===== config.mk =====
export PLATFORM = sky130hd
export DESIGN_NAME = bp_gshare_pht
export DESIGN_NICKNAME = d
export VERILOG_FILES = /design/src/rtl/bp_pkg.sv /design/src/rtl/bp_ghr_shift_reg.sv /design/src/rtl/bp_gshare_pht.sv
export SDC_FILE = /design/constraint.sdc
export NUM_CORES = 1
export LEC_CHECK = 0
export ABC_AREA = 0
export BUFFER_PORTS_ARGS = -buffer_cell sky130_fd_sc_hd__buf_2
export CORE_MARGIN = 4
export CORE_UTILIZATION = 60
export DETAILED_ROUTE_END_ITERATION = 8
export PLACE_DENSITY = 0.84
export REMOVE_ABC_BUFFERS = 1
export SLEW_MARGIN = 20
export SYNTH_ARGS = -nofsm -noshare
export SYNTH_HDL_FRONTEND = slang
export SYNTH_HIERARCHICAL = 1
export SYNTH_SLANG_ARGS = --single-unit

===== constraint.sdc =====
create_clock -name clk -period 3.6 [get_ports clk]
set_input_delay 0.9 -clock clk [delete_from_list [all_inputs] [get_ports clk]]
set_output_delay 0.9 -clock clk [all_outputs]
set_load 0.02 [all_outputs]

===== src/rtl/bp_pkg.sv =====
`default_nettype none
// ============================================================================
// Module  : bp_pkg
// Brief   : Shared types and 2-bit saturating counter helper for the gshare predictor.
// Rev     : 1.0
// ============================================================================
package bp_pkg;

    typedef logic [1:0] bp_ctr_t;

    localparam bp_ctr_t BP_CTR_SNT = 2'b00;
    localparam bp_ctr_t BP_CTR_WNT = 2'b01;
    localparam bp_ctr_t BP_CTR_WT  = 2'b10;
    localparam bp_ctr_t BP_CTR_ST  = 2'b11;

    function automatic bp_ctr_t bp_ctr_next(bp_ctr_t c, logic taken);
        bp_ctr_t n;
        n = c;
        if (taken) begin
            if (c != BP_CTR_ST) n = c + 2'd1;
        end else begin
            if (c != BP_CTR_SNT) n = c - 2'd1;
        end
        return n;
    endfunction

endpackage
`default_nettype wire


===== src/rtl/bp_ghr_shift_reg.sv =====
`default_nettype none
// ============================================================================
// Module  : bp_ghr_shift_reg
// Brief   : Global history shift register; newest outcome enters at bit 0.
// Rev     : 1.0
// ============================================================================
module bp_ghr_shift_reg #(
    parameter int p_nbits = 7
) (
    input  logic               clk,
    input  logic               reset,
    input  logic               shift_en,
    input  logic               shift_in,
    output logic [p_nbits-1:0] q
);

    generate
        if (p_nbits == 1) begin : g_single
            always_ff @(posedge clk or negedge reset) begin
                if (!reset) begin
                    q <= '0;
                end else if (shift_en) begin
                    q <= shift_in;
                end
            end
        end else begin : g_multi
            always_ff @(posedge clk or negedge reset) begin
                if (!reset) begin
                    q <= '0;
                end else if (shift_en) begin
                    q <= {q[p_nbits-2:0], shift_in};
                end
            end
        end
    endgenerate

endmodule
`default_nettype wire


===== src/rtl/bp_gshare_pht.sv =====
`default_nettype none
// ============================================================================
// Module  : bp_gshare_pht
// Brief   : Gshare direction predictor with a one-entry registered response buffer.
// Rev     : 1.0
// ============================================================================
module bp_gshare_pht
    import bp_pkg::*;
#(
    parameter int p_idx_nbits = 7,
    parameter int p_ghr_nbits = 7,
    parameter int p_pc_nbits  = 32
) (
    input  logic                   clk,
    input  logic                   reset,
    input  logic                   req_val,
    output logic                   req_rdy,
    input  logic [p_pc_nbits-1:0]  req_pc,
    output logic                   resp_val,
    input  logic                   resp_rdy,
    output logic                   resp_taken,
    output logic [p_idx_nbits-1:0] resp_idx,
    input  logic                   upd_val,
    input  logic [p_idx_nbits-1:0] upd_idx,
    input  logic                   upd_taken
);

    localparam int PHT_ENTRIES = 2 ** p_idx_nbits;

    logic [p_ghr_nbits-1:0] ghr;
    logic [p_idx_nbits-1:0] idx;
    logic                   req_fire;
    logic                   unused_pc_bits;
    bp_ctr_t                pht [PHT_ENTRIES];

    // Word-aligned PC bits below and tag bits above the index field do not matter.
    assign unused_pc_bits = ^{req_pc[p_pc_nbits-1:p_idx_nbits+2], req_pc[1:0]};

    bp_ghr_shift_reg #(
        .p_nbits (p_ghr_nbits)
    ) u_ghr (
        .clk      (clk),
        .reset    (reset),
        .shift_en (upd_val),
        .shift_in (upd_taken),
        .q        (ghr)
    );

    assign idx      = req_pc[p_idx_nbits+1:2] ^ p_idx_nbits'(ghr);
    assign req_rdy  = !resp_val || resp_rdy;
    assign req_fire = req_val && req_rdy;

    // Flop array so the whole table returns to weakly-not-taken in one reset.
    always_ff @(posedge clk or negedge reset) begin
        if (!reset) begin
            for (int i = 0; i < PHT_ENTRIES; i++) begin
                pht[i] <= BP_CTR_WNT;
            end
        end else if (upd_val) begin
            pht[upd_idx] <= bp_ctr_next(pht[upd_idx], upd_taken);
        end
    end

    // Reads use pre-edge PHT and GHR, so a same-cycle update is not forwarded.
    always_ff @(posedge clk or negedge reset) begin
        if (!reset) begin
            resp_val   <= 1'b0;
            resp_taken <= 1'b0;
            resp_idx   <= '0;
        end else if (req_fire) begin
            resp_val   <= 1'b1;
            resp_taken <= pht[idx][1];
            resp_idx   <= idx;
        end else if (resp_rdy) begin
            resp_val   <= 1'b0;
        end
    end

endmodule
`default_nettype wire


==> metrics.md <==
| Metric | Value |
|---|---|
| Grt met1 use | `0.453` |
| Routed vias/inst | `6.97` |
| Main synth FF type | `dfrtp_1` |
| Detailed placement HPWL | `29.6 mm` |
| Critical path data arrival time | `3.96 ns` |
| Worst slew pin tran | `between 0.9 and 1 ns` |
| Drt pass-1 iters | `6` |
| Finished Cell Area | `0.0171 mm²` |
| Busiest grt layer | `met2` |
| Layout Cells excl Fill | `1812` |
| Status | `complete, no violations` |
| Seq cells post-synth | `about 270` |
| All-Layer GR Usage | `0.346` |
| Htree depth | `1` |
| Final Cycle Share | `0.974` |
| Critical path class | `in -> reg` |
| Clock tree buffer depth | `3` |
| Detail Route Antenna Nets | `0` |
| Peak VDD IR | `418 µV` |
| I/O Pins | `55` |
| First-pass GRT wire length | `between 70 and 80 mm` |
| Antenna violations before repair | `0` |
| Drt wl/cell | `24.9 µm` |
| Cell mode on critical path | `buf_12` |
| Crit. End Element | `flip-flop` |
| Final Slew Violations | `0` |
| Initial Utilization | `0.613` |
| CP Max Fanout | `28` |
| Largest net degree at the start of global routing | `82` |
| Clock latency at the later pin of the worst-skew pair | `0.56 ns` |
| Register area share after synthesis | `0.481` |
| Hold WC Path Type | `in -> async` |
| Slowest stage delay, CP | `0.52 ns` |
| Port bufs | `29` |
| Core Region | `around 0.024 mm²` |
| Post-synth EDFFs | `0` |
| Hold violation count in the final report | `0` |
| Via count | `approximately 13000` |
| PnR worst setup slack | `just over 0.09 ns` |
| Die width | `163 µm` |
| Final setup vio count | `0` |
| Final min period | `3.51 ns` |
| Commonest non-fill, non-tap cell in the layout | `nand2_1` |
| Number of max-cap violations | `0` |
| RSZ-0062 raised after global routing | `no` |
| Share of cells above drive strength 1 | `0.306` |
| Slew headroom | `0.387` |
| Cell area power density | `489 mW/mm²` |
| Nets | `1517` |
| Worst endpoint required time | `around 4.1 ns` |
| Die Area | `0.0267 mm²` |
| Setup Total Neg Slack | `0 ns` |
| Dpl cells | `1761` |
| Drt drc | `0` |
| CTS tree | `yes` |
| Post-Syn Instances | `1381` |
| Startpoint Class | `input pin` |
| Reg clk slew, reported paths | `0.06 ns` |
| Die H | `163 µm` |
| Synth-to-layout area growth | `18.1%` |
| Clock sink count | `272` |
| Synth cell types | `59` |
| Met2 Use GR | `0.531` |
| ANT cells | `0` |
| Final core utilization | `0.724` |
| Vias in the first global route | `12874` |
| Total CTS buffers | `28` |
| Site row count | `56` |
| Critical Path Slowest Stage Cell | `a221oi_1` |
| Root Buffer Master | `clkbuf_16` |
| Most frequent cells in the layout | `421 x nand2_1, 256 x o31ai_1, 144 x dfrtp_1` |
| Placed Area | `0.0161 mm²` |
| Clock skew | `0.0227 ns` |
| Synth warnings | `6` |
| Delay-heaviest family, CP | `buffers and inverters` |
| Hold-fix buffers, CTS | `0` |
| CP cell instances | `buf_4, buf_12, buf_12, nand2b_1, mux4_2, a221oi_1, a221oi_1, and4_1, buf_4, nor2_4, buf_12, o31ai_1` |
| Post-CTS setup buffer count | `0` |
| Grt met3 use | `0.0818` |
| Number of DRC markers in iteration 0 | `1827` |
| Syn Std Cell Area | `0.0145 mm²` |
| Congestion Overflow GR | `0` |
| F_max | `285 MHz` |
| Mean post-synth cell area | `around 10 µm²` |
| Final wirelength | `around 45 mm` |
| Post-synthesis async set-or-reset flop share | `1.00` |
| Leak | `6.70 nW` |
| Placer Congestion | `0.954` |
| Buf/Inv on CP | `5` |
| Place WS | `-0.349 ns` |
==> final cells by class <==
class,instances,area [µm²]
clock inverters,7,114
repair buffers,170,1630
well taps,319,399
flip-flops and latches,272,6970
inverters,4,15.0
multi-input cells,996,7080
clock buffers,44,892
fillers,1521,6520
==> cells in the mapped netlist, drive strengths merged (2+ instances only) <==
cell type	count	area, µm²
o21ai	12	60.1
and3	4	25.0
a32oi	3	26.3
nor2b	7	43.8
a21boi	2	15.0
nand4b	2	17.5
a211o	3	26.3
nand4	2	12.5
mux2i	19	190
o22ai	2	12.5
a211oi	4	30.0
a31oi	3	18.8
nand2b	11	68.8
and3b	2	17.5
o211ai	4	30.0
nor3	8	40.0
and4b	2	20.0
o31ai	256	1920
mux2	27	330
nand3	9	45.0
dfstp	128	3360
nor4bb	2	20.0
nor2	33	124
a21oi	13	65.1
inv	3	11.3
nor4b	2	23.8
a22oi	23	173
and2	2	12.5
o221ai	3	26.3
mux4	72	1620
a221oi	16	140
xnor2	5	43.8
nand2	421	1580
a221o	4	40.0
clkbuf	31	116
xor2	5	43.8
dfrtp	144	3600
a2111oi	2	23.8
buf	78	400
==> where the power goes <==
group          switching (mW)  internal [mW]  total (mW)
sequential              0.196           3.42        3.61
clock                    1.23           1.91        3.14
combinational           0.970          0.641        1.61
total                    2.40           5.97        8.36
==> path summary, 6_finish.rpt <==
| kind | startpoint | end | slack (ns) | depth (start not counted) |
|---|---|---|---|---|
| max | upd_idx[1] | pht[56] | 0.09 | 12 |
| min | reset | pht[159] | 0.36 | 1 |
| max reg2reg | pht[178] | pht[129] | 0.48 | 9 |
| min reg2reg | pht[28] | pht[28] | 0.47 | 2 |
| max in group asynchronous | reset | pht[180] | 2.35 | 2 |
| min in group clk | pht[28] | pht[28] | 0.47 | 2 |
==> cell families after synthesis <==
| family | after synthesis | synth area share |
|---|---|---|
| AOI/OAI and AO/OA | 356 | 0.184 |
| buffers and inverters | 113 | 0.0367 |
| and+or+nand+nor | 512 | 0.144 |
| muxes | 118 | 0.148 |
| DFF | 272 | 0.481 |
| xor gates and xnor gates | 10 | 0.00605 |
==> worst register-to-register path: stages (launching register included) <==
cell	delay [ns]
dfstp_2	0.37
mux4_2	0.47
mux2_2	0.29
a211o_1	0.34
a2111oi_2	0.40
nand4_1	0.27
a211oi_4	0.34
buf_4	0.21
buf_12	0.20
o31ai_1	0.12
==> metal layers <==
layer	vias up	wire (µm)	part of all wire
met2	917	20500	0.45
met4	0	3090	0.068
li1	5340	-	-
met1	6122	16400	0.36
met3	252	5200	0.12
met5	-	0	0
==> metrics by stage <==
| step | hold slack (ns) | total power [mW] |
|---|---|---|
| 3_3_place_gp | 0.455 | 5.13 |
| 6_report | 0.363 | 8.36 |
| 3_5_place_dp | 0.462 | 5.21 |
| 2_1_floorplan | 0.448 | 4.41 |
| 4_1_cts | 0.365 | 8.34 |
| 5_1_grt | 0.398 | 8.62 |
==> state kept, by name (all words and copies together), names as in the netlist <==
name	cells
resp_idx	7
resp_taken	1
resp_val	1
pht	256
u_ghr/q	7
==> repair_timing <==
item | CTS | global route
hold endpoints to repair | 0 | 0
endpoints found under the setup margin | 0 | 13
resized for setup | 0 | 1
No activity file was read; power rests on OpenSTA's default activity.
